**src/rtl/usb3_fifo_reader.sv**
```systemverilog
// FX3 synchronous slave-FIFO read controller: waits for FLAGA, bursts one
// fixed-length packet out of the FX3 consumer socket, flags valid words with state 6.
module usb3_fifo_reader #(
  parameter int unsigned PKT_WORDS = 256,
  parameter int unsigned READ_LAT  = 3,
  parameter int unsigned TURN      = 4,
  parameter logic [1:0]  FIFO_ADDR = 2'b11
) (
  input  logic        wrclock,
  input  logic        rst_n,
  input  logic        rd_enable,
  input  logic        USB3_FLAGA,
  input  logic [31:0] USB3_DQ,
  output logic        USB3_SLCS_N,
  output logic        USB3_SLOE_N,
  output logic        USB3_SLRD_N,
  output logic        USB3_SLWR_N,
  output logic        USB3_PKTEND_N,
  output logic [1:0]  USB3_A,
  output logic [31:0] data,
  output logic [3:0]  usb_rd_state,
  output logic [15:0] pkt_cnt,
  output logic        busy
);

  typedef enum logic [3:0] {
    S_IDLE  = 4'd0,
    S_SEL   = 4'd1,
    S_OE    = 4'd2,
    S_ISSUE = 4'd3,
    S_DATA  = 4'd6,
    S_DONE  = 4'd7
  } state_e;

  localparam logic [8:0] PKT_W9    = 9'(PKT_WORDS);
  localparam logic [8:0] PKT_LAST  = 9'(PKT_WORDS - 1);
  localparam logic [8:0] LAT_LAST  = 9'(READ_LAT - 1);
  localparam logic [8:0] TURN_LAST = 9'(TURN - 1);

  state_e      state_q, state_d;
  logic [8:0]  cnt_q, cnt_d;
  logic [8:0]  issue_q, issue_d;
  logic [15:0] pkt_cnt_q, pkt_cnt_d;
  logic [31:0] data_q, data_d;
  logic        slcs_n_q, slcs_n_d;
  logic        sloe_n_q, sloe_n_d;
  logic        slrd_n_q, slrd_n_d;
  logic [1:0]  a_q, a_d;
  logic        busy_q, busy_d;
  logic        in_burst, in_read;

  // Phase counter is shared by ISSUE, DATA and DONE; it restarts on every state change.
  always_comb begin
    state_d   = state_q;
    cnt_d     = cnt_q + 9'd1;
    pkt_cnt_d = pkt_cnt_q;
    unique case (state_q)
      S_IDLE: begin
        cnt_d = '0;
        if (rd_enable && USB3_FLAGA) state_d = S_SEL;
      end
      S_SEL: begin
        cnt_d   = '0;
        state_d = S_OE;
      end
      S_OE: begin
        cnt_d   = '0;
        state_d = S_ISSUE;
      end
      S_ISSUE: begin
        if (cnt_q == LAT_LAST) begin
          cnt_d   = '0;
          state_d = S_DATA;
        end
      end
      S_DATA: begin
        if (cnt_q == PKT_LAST) begin
          cnt_d     = '0;
          state_d   = S_DONE;
          pkt_cnt_d = pkt_cnt_q + 16'd1;
        end
      end
      S_DONE: begin
        if (cnt_q == TURN_LAST) begin
          cnt_d   = '0;
          state_d = S_IDLE;
        end
      end
      default: begin
        cnt_d   = '0;
        state_d = S_IDLE;
      end
    endcase
  end

  // Strobes are registered from the next state so they line up with usb_rd_state.
  // SLRD_N runs off its own read count, independent of the ISSUE/DATA boundary.
  always_comb begin
    in_burst = (state_d == S_SEL) || (state_d == S_OE) ||
               (state_d == S_ISSUE) || (state_d == S_DATA);
    in_read  = (state_d == S_ISSUE) || (state_d == S_DATA);
    issue_d  = in_read ? (issue_q + {8'd0, ~slrd_n_q}) : '0;
    slrd_n_d = !(in_read && (issue_d < PKT_W9));
    slcs_n_d = !in_burst;
    sloe_n_d = !(in_burst && (state_d != S_SEL));
    a_d      = in_burst ? FIFO_ADDR : 2'b00;
    busy_d   = (state_d != S_IDLE);
    data_d   = USB3_DQ;
  end

  always_ff @(posedge wrclock or negedge rst_n) begin
    if (!rst_n) begin
      state_q   <= S_IDLE;
      cnt_q     <= '0;
      issue_q   <= '0;
      pkt_cnt_q <= '0;
      data_q    <= '0;
      slcs_n_q  <= 1'b1;
      sloe_n_q  <= 1'b1;
      slrd_n_q  <= 1'b1;
      a_q       <= '0;
      busy_q    <= 1'b0;
    end else begin
      state_q   <= state_d;
      cnt_q     <= cnt_d;
      issue_q   <= issue_d;
      pkt_cnt_q <= pkt_cnt_d;
      data_q    <= data_d;
      slcs_n_q  <= slcs_n_d;
      sloe_n_q  <= sloe_n_d;
      slrd_n_q  <= slrd_n_d;
      a_q       <= a_d;
      busy_q    <= busy_d;
    end
  end

  assign USB3_SLCS_N   = slcs_n_q;
  assign USB3_SLOE_N   = sloe_n_q;
  assign USB3_SLRD_N   = slrd_n_q;
  assign USB3_SLWR_N   = 1'b1;
  assign USB3_PKTEND_N = 1'b1;
  assign USB3_A        = a_q;
  assign data          = data_q;
  assign usb_rd_state  = state_q;
  assign pkt_cnt       = pkt_cnt_q;
  assign busy          = busy_q;

endmodule

```
**config.mk**
```make
export PLATFORM = sky130hd
export DESIGN_NAME = usb3_fifo_reader
export DESIGN_NICKNAME = d
export VERILOG_FILES = /design/src/rtl/usb3_fifo_reader.sv
export SDC_FILE = /design/constraint.sdc
export NUM_CORES = 1
export LEC_CHECK = 0
export CORE_MARGIN = 8
export CORE_UTILIZATION = 30
export CTS_BUF_LIST = sky130_fd_sc_hd__clkbuf_8 sky130_fd_sc_hd__clkbuf_16
export CTS_CLUSTER_SIZE = 40
export DETAILED_ROUTE_END_ITERATION = 6
export PLACE_DENSITY = 0.6
export SYNTH_ARGS = -nofsm -noshare
export SYNTH_HDL_FRONTEND = slang
export SYNTH_SLANG_ARGS = --single-unit
export TNS_END_PERCENT = 100
```
**constraint.sdc**
```tcl
create_clock -name wrclock -period 2.4 [get_ports wrclock]
set_input_delay 0.48 -clock wrclock [delete_from_list [all_inputs] [get_ports wrclock]]
set_output_delay 0.48 -clock wrclock [all_outputs]
set_load 0.05 [all_outputs]
```
==> metrics.md, run 1 <==
| Metric | Value |
|---|---|
| Post-Syn Instances | 219 |
| DR WL met3 | 313 µm |
| M1 wire length | 2680 µm |
| Slowest cell delay on critical path | between 900 and 1000 ps |
| CP cell instances | clkdlybuf4s50_1 |
| Post-Synthesis Cell Area | 2870 µm² |
| Starting Density | 0.309 |
| Layout cell share with drive strength beyond 1 | 0.112 |
| # clock sinks | 75 |
| Initial antenna violation count | 0 |
| Die area | between 10,000 and 15,000 µm² |
| Routed WL | 6300 µm |
| 1st-pass router iterations | 4 |
| Yosys reg bits | 75 |
| Sw power | 720 µW |
| Reg2Reg Depth | 11 |
| FMAX | 446 MHz |
| CTS tree | done |
| R2r endpoint | pkt_cnt[9] |
| Avg WL per Cell | 13.7 µm |
| Final Wtd Congestion | 0.694 |
| Sequential element share of the synthesized area | 0.655 |
| Final setup viols | 0 |
| Avg Cell Area, Syn | 13.1 µm² |
| Clock Tree Buf Depth | 2 |
| CTS hold repair buffers | 0 |
| DP Worst Slack | 94.2 ps |
| # H-tree levels | 3 |
| Min Clock Period, post-route | about 2200 ps |
| Ys Warns | 0 |
| Clock share of power | 0.365 |
| Clock Latency Late Sink | 340 ps |
| Setup_tns | 0 ps |
| RSZ-0062 raised after global routing | no |
| Crit path DAT | 1760 ps |
| Sw Ratio | 0.269 |
| PortBufs | 93 |
| Flop pwr share | 0.497 |
| Total number of vias | 1,921 |
| Max FO, Critical Path | 10 |
| Clk slew on worst S/H paths | ~80 ps |
| R2R setup slack | 220 ps |
| Worst setup margin | 155 ps |
| Worst Tran Pin Value | roughly 550 ps |
| Crit path max-delay family | buffers and inverters |
| Final period utilization | 0.935 |
| Ports | 96 |
| Met2 Wirelength | roughly 3200 µm |
| DP HPWL | 4640 µm |
| Area Growth Syn to Fin | 45.6% |
| Number of routed nets with antenna violations | 0 |
| Worst vdd ir | between 0.2 and 0.3 mV |
| Starting DRT DRC Count | 81 |
| Drt drc | 0 |
| Worst Setup SP | usb_rd_state[2] |
| GRT overflow | 0 |
| Vias in the first global route | 1,951 |
| Leak | about 1.9 nW |
| Final Max Slew Viols | 0 |
| DIE HEIGHT | 114 µm |
| Final hold vios | 0 |
| Critical path start-end classification | flip-flop to output port |
| Hold crit path type | primary input to asynchronous set/reset pin |
| Power density cells | between 600 and 700 nW/µm² |
| Num rows | 35 |
| Largest net degree at the start of global routing | 76 |
| CTS root buf | clkbuf_8 |
| Outcome | completed |
| CP Buf/Inv Count | 1 |
| Pint | 1.95 mW |
| Comb power frac | 0.139 |
| Diode count | 0 |
| Post-Route Skew | 10.8 ps |
| Die extent in x | between 100 and 150 µm |
| Core area | 9280 µm² |
| RR Startpoint | cnt_q[1] |
| Via density | approximately 4.2 |
| Synth unique cells | 38 |
| Crit path launch type | flip-flop |
| CP endpoint kind | output port |
| MaxCap Viol Count | 0 |
| Nets | 367 |
| Crit path max-delay cell type | clkdlybuf4s50_1 |
| Top sig layer | met4 |
| CTS Buf Count | 9 |
| Req. time, crit path | 1920 ps |
| Global-route wire length before repair | 10,200 µm |
| All-Layer GR Usage | 0.0998 |
| Max_slew headroom | 0.632 |
## logic make-up after synthesis
group,share of synthesized area
buffers and inverters,0.0288
and+or+nand+nor,0.173
other,0.00262
DFF,0.655
AOI/OAI and AO/OA,0.0214
muxes,0.00392
xor gates and xnor gates,0.0854
adders and majority gates,0.0305
## per-layer routing
layer  up-vias  GRT usage
li1        941          -
met1       927      0.119
met2        45      0.165
met3         8     0.0280
met4         0     0.0426
met5         -          0
## how the worst max path moves through the flow
stage / cells after the start / endpoint
after global placement: 10 / pkt_cnt[14]
after global routing: 11 / pkt_cnt[9]
after floorplan: 11 / pkt_cnt[12]
final: 1 / usb_rd_state[2]
after CTS: 10 / pkt_cnt[12]
after detailed placement: 10 / pkt_cnt[12]
## layout make-up
type | count | area (µm²)
multi-input combinational | 132 | 925
fill | 870 | 5100
sequential | 75 | 1880
timing repair buffer | 99 | 986
tap | 129 | 161
clock inverter | 6 | 65.1
inverter | 7 | 26.3
clock buffer | 10 | 138
## synth_stat cells, drive strengths merged
cell | instances | area, µm²
a21o | 1 | 7.51
a21oi | 1 | 5.00
a31o | 1 | 8.76
a32o | 1 | 10.0
and2 | 3 | 18.8
and3 | 6 | 42.5
and4 | 2 | 17.5
and4b | 1 | 10.0
and4bb | 1 | 12.5
buf | 6 | 56.3
conb | 2 | 7.51
dfrtp | 72 | 1800
dfstp | 3 | 78.8
ha | 7 | 87.6
inv | 7 | 26.3
mux2 | 1 | 11.3
nand2 | 13 | 48.8
nand2b | 1 | 6.26
nand3 | 16 | 80.1
nand3b | 1 | 7.51
nand4 | 6 | 37.5
nand4bb | 1 | 27.5
nor2 | 22 | 85.1
nor2b | 1 | 6.26
nor3 | 5 | 47.5
nor4 | 2 | 27.5
o21a | 1 | 7.51
o21ai | 3 | 15.0
o21bai | 1 | 7.51
or3 | 2 | 12.5
or4 | 1 | 7.51
xnor2 | 12 | 105
xor2 | 16 | 140
## power by group through the flow
stage	clock (mW)	sequential [mW]	combinational, mW
floorplan	0	1.50	0.0505
global placement	0	1.35	0.374
detailed placement	0	1.35	0.376
CTS	1.03	1.33	0.377
global route	1.08	1.33	0.391
finish	0.975	1.33	0.371
## what timing repair did
action | CTS | global route
setup buffers | 0 | 2
hold endpoints to repair | 0 | 0
setup endpoints to repair | 0 | 10
resized for setup | 0 | 3
## per-stage QoR
stage          std cells  hold WS [ps]  power, mW  area, µm²   util
2_1_floorplan        220           184       1.55       2880      -
3_3_place_gp         440           463       1.73       3950  0.426
3_5_place_dp         440           467       1.73       3950  0.426
4_1_cts              456           158       2.73       4150  0.447
5_1_grt              458           163       2.80       4180  0.450
6_report             458           146       2.67       4180  0.450
## registers in the layout, indices dropped and copies added (netlist names)
register,cells
data,32
pkt_cnt,16
cnt_q,9
issue_q,9
usb_rd_state,4
USB3_A,1
USB3_SLCS_N,1
USB3_SLOE_N,1
USB3_SLRD_N,1
busy,1
## layout by cell type, fill, tap and decap left out, types with 5 or more instances in the layout
cell	count
and3_1	5
buf_4	6
clkbuf_8	10
clkdlybuf4s50_1	92
dfrtp_1	72
ha_1	7
inv_1	8
nand2_1	13
nand3_1	15
nand4_1	6
nor2_1	20
xnor2_1	12
xor2_1	16
Power figures use the tool's default switching activity.
==> inputs of run 2 (changes only) <==
--- a/config.mk
+++ b/config.mk
@@ -5,12 +5,15 @@
 export SDC_FILE = /design/constraint.sdc
 export NUM_CORES = 1
 export LEC_CHECK = 0
+export CAP_MARGIN = 20
+export CELL_PAD_IN_SITES_DETAIL_PLACEMENT = 0
+export CELL_PAD_IN_SITES_GLOBAL_PLACEMENT = 1
 export CORE_MARGIN = 8
 export CORE_UTILIZATION = 30
 export CTS_BUF_LIST = sky130_fd_sc_hd__clkbuf_8 sky130_fd_sc_hd__clkbuf_16
 export CTS_CLUSTER_SIZE = 40
 export DETAILED_ROUTE_END_ITERATION = 6
-export PLACE_DENSITY = 0.6
+export PLACE_DENSITY = 0.73
 export SYNTH_ARGS = -nofsm -noshare
 export SYNTH_HDL_FRONTEND = slang
 export SYNTH_SLANG_ARGS = --single-unit
==> run 2 against run 1 <==
  * Critical path depth unchanged
  * Maximum frequency rose by 0.38%
  * Count of clock-buffer cells in the layout stayed put
  * Wire length increased by 2.5%
  * Core utilization decreased by 0.11 points
  * Non-clock buffer count shrank 2
  * Cell count fell by 0.44%
  * Sequential cell count unchanged
  * Setup slack improved by 8.5 ps
  * Clock skew increased by 1.9 ps
  * Critical endpoint is now usb_rd_state[0]
  * Largest cell class unchanged
==> metrics.md, run 2 (synthesis results as in run 1) <==
| Metric | Value |
|---|---|
| Outcome | completed |
| R2r endpoint | pkt_cnt[9] |
| Final period utilization | 0.932 (-0.00352) |
| Final Max Slew Viols | 0 (unchanged) |
| Initial antenna violation count | 0 (unchanged) |
| Final instance area | 4170 µm² (-0.24%) |
| Final Wtd Congestion | 0.690 (-0.52%) |
| FILL cells | 877 (+0.80%) |
| Reg2Reg Depth | 10 (-1) |
| # clock sinks | 75 (unchanged) |
| Number of routed nets with antenna violations | 0 (unchanged) |
| RSZ-0062 raised after global routing | no |
| Crit path DAT | 1760 ps (about the same) |
| MaxCap Viol Count | 0 (unchanged) |
| Cts repair resizes | 0 (unchanged) |
| GRT overflow | 0 (unchanged) |
| All-Layer GR Usage | 0.104 (+0.00419) |
| Largest register FFs | 32 (unchanged) |
| Clock Tree Buf Depth | 2 (unchanged) |
| Ports | 96 (unchanged) |
| # H-tree levels | 3 (unchanged) |
| CTS tree | done |
| FMAX | 447 MHz (+0.38%) |
| Area Growth Syn to Fin | 45.3% |
| Req. time, crit path | 1920 ps (about the same) |
| Post-Route Skew | 12.8 ps (+1.94 ps) |
| Max FO, Critical Path | 11 (+1) |
| Setup_tns | 0 ps (unchanged) |
| Global-route wire length before repair | 10,600 µm (+4.1%) |
| CTS root buf | clkbuf_8 |
| Crit path max-delay family | buffers and inverters |
| Final setup viols | 0 (unchanged) |
| Avg WL per Cell | 14.1 µm (+2.9%) |
| CP endpoint kind | output port |
| Nets | 365 (-0.54%) |
| Placed inst area | 3950 µm² (about the same) |
| CP cell instances | clkdlybuf4s50_1 |
| Final hold vios | 0 (unchanged) |
| Leading cell type in the layout, fill and taps excluded | clkdlybuf4s50_1 |
| Area of the multi-input gates | 925 µm² (unchanged) |
| Crit path max-delay cell type | clkdlybuf4s50_1 |
| Slowest cell delay on critical path | 870 ps (-40 ps) |
| CTS Buf Count | 9 (unchanged) |
| Starting Density | 0.309 (unchanged) |
| RR Startpoint | cnt_q[0] |
| Via density | 4.18 (-0.29%) |
| Layout cell share with drive strength beyond 1 | 0.113 (+0.000688) |
| Die extent in x | 114 µm (unchanged) |
| Diode count | 0 (unchanged) |
| Min Clock Period, post-route | 2240 ps (-8.46 ps) |
| Most frequent cells in the layout | 91 x clkdlybuf4s50_1, 72 x dfrtp_1, 20 x nor2_1 |
| Max_slew headroom | 0.642 (+0.00981) |
| Clk slew on worst S/H paths | 90 ps (about the same) |
| Hold crit path type | primary input to asynchronous set/reset pin |
| Starting DRT DRC Count | 81 (unchanged) |
| Crit path launch type | flip-flop |
| Leak | 1.86 nW (-0.11%) |
| Vias in the first global route | 2,030 (+4.0%) |
| Worst Setup SP | usb_rd_state[0] |
| Worst vdd ir | 0.229 mV (-14%) |
| Postcts setup bufs | 0 (unchanged) |
| FF+latch area | 1880 µm² (unchanged) |
| Largest net degree at the start of global routing | 43 (-43%) |
| 1st-pass router iterations | 4 (unchanged) |
| Num rows | 35 (unchanged) |
| Critical path start-end classification | flip-flop to output port |
| R2R setup slack | 220 ps (about the same) |
| Worst Tran Pin Value | 536 ps (-14.7 ps) |
| DP HPWL | 4920 µm (+6.1%) |
| Die area | 13,000 µm² (unchanged) |
| PortBufs | 93 (unchanged) |
| Total number of vias | 1,907 (-0.73%) |
| CTS hold repair buffers | 0 (unchanged) |
| Drt drc | 0 (unchanged) |
| Routed WL | 6450 µm (+2.5%) |
| CP Buf/Inv Count | 1 (unchanged) |
| Core area | 9280 µm² (unchanged) |
| DIE HEIGHT | 114 µm (unchanged) |
| Clock Latency Late Sink | 340 ps (about the same) |
| Power density cells | 646 nW/µm² (+0.97%) |
==> run 2: how the worst max path moves through the flow <==
stage | depth (start not counted) | slack (ps) | end
2_1_floorplan | 11 | 150 | pkt_cnt[12]
3_3_place_gp | 10 | 140 | pkt_cnt[14]
3_5_place_dp | 10 | 60 | pkt_cnt[10]
4_1_cts | 10 | 50 | pkt_cnt[10]
5_1_grt | 10 | 7 | pkt_cnt[9]
6_report | 1 | 160 | usb_rd_state[0]
==> run 2: per-stage QoR <==
| stage | cells | power [mW] | utilization | hold slack [ps] | setup WS, ps |
|---|---|---|---|---|---|
| after floorplan | 220 | 1.55 | - | 184 | 154 |
| after global placement | 440 | 1.73 | 0.425 | 455 | 143 |
| after detailed placement | 440 | 1.73 | 0.425 | 461 | 64.2 |
| after CTS | 456 | 2.75 | 0.448 | 76.0 | 50.7 |
| after global routing | 456 | 2.82 | 0.449 | 91.7 | 7.08 |
| final | 456 | 2.69 | 0.449 | 74.3 | 164 |
==> run 2: layout make-up <==
class                           instances  share of cell area
Tap cell                              129              0.0387
Sequential cell                        75               0.451
Timing Repair Buffer                   97               0.232
Inverter                                7             0.00630
Multi-Input combinational cell        132               0.222
Clock buffer                           10              0.0330
Clock inverter                          6              0.0174
==> run 2: where the power goes <==
group	internal [mW]	leakage [nW]	switching, mW
Combinational	0.138	0.800	0.232
Sequential	1.31	0.957	0.0212
Clock	0.518	0.103	0.477
Total	1.96	1.86	0.731
==> run 2: layer usage <==
layer	GRT usage	wire length [µm]
met5	0	0
met3	0.0317	334
met1	0.117	2600
met2	0.183	3450
met4	0.0346	63
